==> src/rtl/uart_pkg.sv <==
// uart_pkg: shared types and constants for the UART receive path.
package uart_pkg;

    localparam int UART_DATA_BITS = 8;
    localparam logic UART_IDLE = 1'b1;

    typedef enum logic [2:0] {
        IDLE,
        START,
        DATA,
        STOP,
        BREAK
    } uart_state_e;

    function automatic logic maj3(input logic [2:0] v);
        return (v[0] & v[1]) | (v[0] & v[2]) | (v[1] & v[2]);
    endfunction

endpackage

==> src/rtl/sync_2ff.sv <==
// sync_2ff: two-flop synchronizer for a single asynchronous input pin.
module sync_2ff #(
    parameter logic RST_VAL = 1'b0
) (
    input  logic clk,
    input  logic reset,
    input  logic d_i,
    output logic q_o
);

    logic [1:0] ff_q;

    always_ff @(posedge clk or posedge reset) begin
        if (reset) ff_q <= {2{RST_VAL}};
        else       ff_q <= {ff_q[0], d_i};
    end

    assign q_o = ff_q[1];

endmodule

==> src/rtl/uart_rx.sv <==
// uart_rx: 8N1 receiver with majority-voted mid-bit sampling,
// a one-entry valid/ready output buffer and error pulses.
module uart_rx
    import uart_pkg::*;
#(
    parameter int CLKS_PER_BIT = 16
) (
    input  logic                      clk,
    input  logic                      reset,
    input  logic                      rxd,
    output logic [UART_DATA_BITS-1:0] rx_data,
    output logic                      rx_valid,
    input  logic                      rx_ready,
    output logic                      busy,
    output logic                      framing_error,
    output logic                      overrun
);

    localparam int CW = $clog2(CLKS_PER_BIT);
    localparam int BW = $clog2(UART_DATA_BITS);
    localparam logic [CW-1:0] HALF_M1 = CW'(CLKS_PER_BIT / 2 - 1);
    localparam logic [CW-1:0] FULL_M1 = CW'(CLKS_PER_BIT - 1);
    localparam logic [BW-1:0] LAST_BIT = BW'(UART_DATA_BITS - 1);

    uart_state_e               state_q, state_d;
    logic                      rxd_s;
    logic [2:0]                hist_q, hist_d;
    logic [CW-1:0]             cnt_q, cnt_d;
    logic [BW-1:0]             bit_q, bit_d;
    logic [UART_DATA_BITS-1:0] sh_q, sh_d;
    logic                      done_q, done_d;
    logic                      bad_q, bad_d;
    logic [UART_DATA_BITS-1:0] data_q, data_d;
    logic                      valid_q, valid_d;
    logic                      busy_q, busy_d;
    logic                      ferr_q, ferr_d;
    logic                      ovr_q, ovr_d;
    logic                      tick, maj, accept;

    sync_2ff #(.RST_VAL(UART_IDLE)) u_sync (
        .clk   (clk),
        .reset (reset),
        .d_i   (rxd),
        .q_o   (rxd_s)
    );

    assign tick = (cnt_q == '0);
    assign maj  = maj3(hist_q);

    always_ff @(posedge clk or posedge reset) begin
        if (reset) state_q <= IDLE;
        else       state_q <= state_d;
    end

    always_comb begin
        state_d = state_q;
        case (state_q)
            IDLE:    if (rxd_s != UART_IDLE) state_d = START;
            START:   if (tick) state_d = maj ? IDLE : DATA;
            DATA:    if (tick && bit_q == LAST_BIT) state_d = STOP;
            STOP:    if (tick) state_d = maj ? IDLE : BREAK;
            BREAK:   if (rxd_s == UART_IDLE) state_d = IDLE;
            default: state_d = IDLE;
        endcase
    end

    // IDLE keeps the counter preloaded so the first tick lands mid start bit.
    always_comb begin
        hist_d = {hist_q[1:0], rxd_s};
        cnt_d  = tick ? FULL_M1 : cnt_q - 1'b1;
        bit_d  = bit_q;
        sh_d   = sh_q;
        done_d = 1'b0;
        bad_d  = 1'b0;
        case (state_q)
            IDLE: begin
                cnt_d = HALF_M1;
                bit_d = '0;
            end
            DATA: if (tick) begin
                sh_d  = {maj, sh_q[UART_DATA_BITS-1:1]};
                bit_d = bit_q + 1'b1;
            end
            STOP: if (tick) begin
                done_d = maj;
                bad_d  = ~maj;
            end
            default: ;
        endcase
    end

    // A completing byte and a consumer read in the same cycle swap the buffer contents.
    always_comb begin
        accept  = valid_q & rx_ready;
        valid_d = done_q | (valid_q & ~accept);
        data_d  = (done_q & (~valid_q | accept)) ? sh_q : data_q;
        ovr_d   = done_q & valid_q & ~rx_ready;
        ferr_d  = bad_q;
        busy_d  = (state_q != IDLE);
    end

    always_ff @(posedge clk or posedge reset) begin
        if (reset) begin
            hist_q  <= {3{UART_IDLE}};
            cnt_q   <= HALF_M1;
            bit_q   <= '0;
            sh_q    <= '0;
            done_q  <= 1'b0;
            bad_q   <= 1'b0;
            data_q  <= '0;
            valid_q <= 1'b0;
            busy_q  <= 1'b0;
            ferr_q  <= 1'b0;
            ovr_q   <= 1'b0;
        end else begin
            hist_q  <= hist_d;
            cnt_q   <= cnt_d;
            bit_q   <= bit_d;
            sh_q    <= sh_d;
            done_q  <= done_d;
            bad_q   <= bad_d;
            data_q  <= data_d;
            valid_q <= valid_d;
            busy_q  <= busy_d;
            ferr_q  <= ferr_d;
            ovr_q   <= ovr_d;
        end
    end

    assign rx_data       = data_q;
    assign rx_valid      = valid_q;
    assign busy          = busy_q;
    assign framing_error = ferr_q;
    assign overrun       = ovr_q;

endmodule

==> config.mk <==
export PLATFORM = sky130hd
export DESIGN_NAME = uart_rx
export DESIGN_NICKNAME = d
export VERILOG_FILES = /design/src/rtl/uart_pkg.sv /design/src/rtl/sync_2ff.sv /design/src/rtl/uart_rx.sv
export SDC_FILE = /design/constraint.sdc
export NUM_CORES = 1
export LEC_CHECK = 0
export BUFFER_PORTS_ARGS = -buffer_cell sky130_fd_sc_hd__buf_2
export CORE_AREA = 2 2 68 70
export CTS_CLUSTER_DIAMETER = 120
export DETAILED_ROUTE_END_ITERATION = 8
export DIE_AREA = 0 0 70 72
export GPL_ROUTABILITY_DRIVEN = 0
export GPL_TIMING_DRIVEN = 0
export PLACE_DENSITY = 0.63
export REMOVE_ABC_BUFFERS = 1
export SYNTH_ARGS = -nofsm -noshare
export SYNTH_HDL_FRONTEND = slang
export SYNTH_SLANG_ARGS = --single-unit
==> constraint.sdc <==
create_clock -name clk -period 3.1 [get_ports clk]
set_input_delay 0.62 -clock clk [delete_from_list [all_inputs] [get_ports clk]]
set_output_delay 0.62 -clock clk [all_outputs]
set_load 0.01 [all_outputs]
==> flow_summary.ini <==
[synthesis]
synth_adder_area_share_pct = 3.29
synth_area_leaders = dfrtp_1 50%, dfstp_2 15%, mux2_4 7.3%
synth-seq-cells = 37
synth_edf_count = 0
synth_cells = 102
synth_area_um2 = 1450
ys_seq_area_share_pct = 64.7
synth_compound_area_share_pct = 3.20
synth-main-ff-cell = dfrtp_1
postSynthAreaPerCell_um2 = 14.2
synthMuxAreaShare_pct = 16.3
synth_largest_area_cell = dfrtp_1
synthDistinctLibCells = 26
synth-xor-area-share_pct = 0.606
synth_common_cells = 29 x dfrtp_1, 9 x mux2_2, 9 x nand2_1, 8 x dfstp_2, 8 x inv_1
synth-simple-area-share_pct = 8.74
synth_top_family_by_area = multiplexers
yosysWarnings = 0
async_flop_share_pct = 100
synth.most_common_cell = dfrtp_1
synth_top_area_share_pct = 50.2

[detailed_routing]
wl_um = 2260
drt_iter0_drc = 47
ant_nets = 0
first_pass_iters = 3
routedWlPerCell_um = 12.9
via_per_inst = 4.71
drc = 0
via_count = 824

[floorplanning]
row_count = 24
start_util_pct = 33.9
core_um2 = 4260
io_pins = 16
die_w_um = 70
dieArea_um2 = 5040
fp.dieH_um = 72

[clock_network]
tritoncts = yes
clk_path_buf_depth = 2
root_buffer = clkbuf_8
path_clk_slew_ns = 0.07
ctsHtreeMaxLevel = 2
post_cts_resized = 0
cts_hold_buf = 0
cts_made_buffers = 5
clock-sinks = 37
clock_latency_ns = 0.29
postCtsSetupBuffers = 0

[grt]
gr-total-overflow = 0
grt_usage_pct = 10.5
grt_max_degree = 38
grt_pass1_wl_um = 4150
antenna_found_initial = 0
grt_pass1_vias = 933

[timing]
rsz0062_at_grt = no
final.setup.tns_ns = 0
slew_viol_final = 0
setup_viol = 0
fmax_mhz = 496
skew_ns = 0.00659
period_needed_ns = 2.02
finalCritPeriodShare_pct = 65.1
maxSlewHeadroom_pct = 49.9
hold_violations = 0
worst_pin_slew_ns = 0.750

[min_path]
hp-start = bad_q
hp-class = flop to flop

[setup_path]
crit_fanout = 11
cp_cell_sequence = inv_1 -> ha_1 -> or3b_1 -> or3_4 -> mux2_4
worstReg2RegStart = cnt_q[0]
startpoint = cnt_q[0]
cp.required_ns = 3.28
cp-end-kind = flop
slowest_stage = or3_4
max_stage_delay_ns = 0.50
start_kind = flop
cp_data_arrival_time_ns = 2.19
crit_type = flop to flop

[cells_and_area]
post_route_cells_drive_above_1_share_pct = 39.8
fillers = 425
num_antenna_cells = 0
area_growth_pct = 16.7
fin_nets = 129
design_area_um2 = 1690

[placement]
hpwl_um = 1550
placed_area_um2 = 1570
io_buffer_count = 15

[pwr]
ir_worst_vdd_mv = 0.406
power_per_cell_area_nw_per_um2 = 705
p_leak_nw = 0.882

[job]
drv_cap = 0

[outcome]
status = completed
-- final timing paths --
path	to	slack (ns)	cells past startpoint
min in group asynchronous	sh_q[0]	0.46	2
worst min-delay path	framing_error	0.35	0
max in group asynchronous	bit_q[0]	2.16	2
worst max-delay path	sh_q[4]	1.08	5
worst min register to register	framing_error	0.35	0
worst max register to register	sh_q[4]	1.08	5
-- cell type report --
type                       instances  area [um2]  area share, %
sequential                        37         936           55.4
inverter                           8        30.0           1.78
tap                               52        65.1           3.85
clock inverter                     1        30.0           1.78
clock buffer                       7        86.3           5.11
timing repair buffer              15        75.1           4.45
multi-input combinational         55         465           27.6
-- critical path: cells and delay by family (launching register included) --
kind / cells / cell delay (ns)
adder cells (fa/ha/maj): 1 / 0.21
AND/OR/NAND/NOR: 2 / 0.92
buffers and inverters: 1 / 0.06
flip-flops: 1 / 0.38
multiplexers: 1 / 0.33
-- where the power goes --
group	internal, mW	switching [mW]
logic	0.0751	0.0865
registers	0.558	0.0492
clock network	0.262	0.159
total	0.895	0.295
-- cells by family (layout without fill, tap and decap cells) --
group / count (synthesis) / in the layout
compound gates: 7 / 7
mux: 19 / 19
xor+xnor: 1 / 1
buf+inv: 10 / 31
fa+ha+maj: 4 / 4
simple gates: 24 / 24
flops: 37 / 37
-- cell usage in the layout (no fill, tap or decap), drive strengths merged --
| master | n |
|---|---|
| nand3 | 1 |
| o41ai | 1 |
| o21bai | 1 |
| nor4bb | 1 |
| maj3 | 1 |
| nor2 | 6 |
| nand2 | 9 |
| a21oi | 1 |
| mux2i | 3 |
| bufinv | 1 |
| buf | 15 |
| o21a | 1 |
| inv | 8 |
| mux2 | 16 |
| xnor2 | 1 |
| clkbuf | 7 |
| ha | 3 |
| nand2b | 3 |
| o21ai | 1 |
| o22ai | 2 |
| dfrtp | 29 |
| dfstp | 8 |
| or3 | 2 |
| or3b | 1 |
| or4b | 1 |
-- metrics by stage --
step                utilization (%)  power (mW)  hold slack (ns)  worst slack [ns]  std cells
finish                         39.6        1.19            0.351              1.08        175
global route                   39.6        1.26            0.366              1.01        175
CTS                            39.6        1.21            0.354              1.06        175
detailed placement             36.9       0.777            0.340              1.07        167
global placement               36.9       0.754            0.334              1.15        167
floorplan                         -       0.727            0.331              1.21        100
-- registers in the layout, summed over array words and instances (netlist names), 2 cells and up --
signal	count
rx_data	8
cnt_q	4
hist_q	3
sh_q	8
u_sync.ff_q	2
state_q	3
bit_q	3
-- metal layers --
metal	global-route usage (%)	wire, um
met1	11.8	983
met3	3.75	128
met2	17.4	1090
met4	6.41	59
met5	0	0
(Power assumes the default switching activity.)
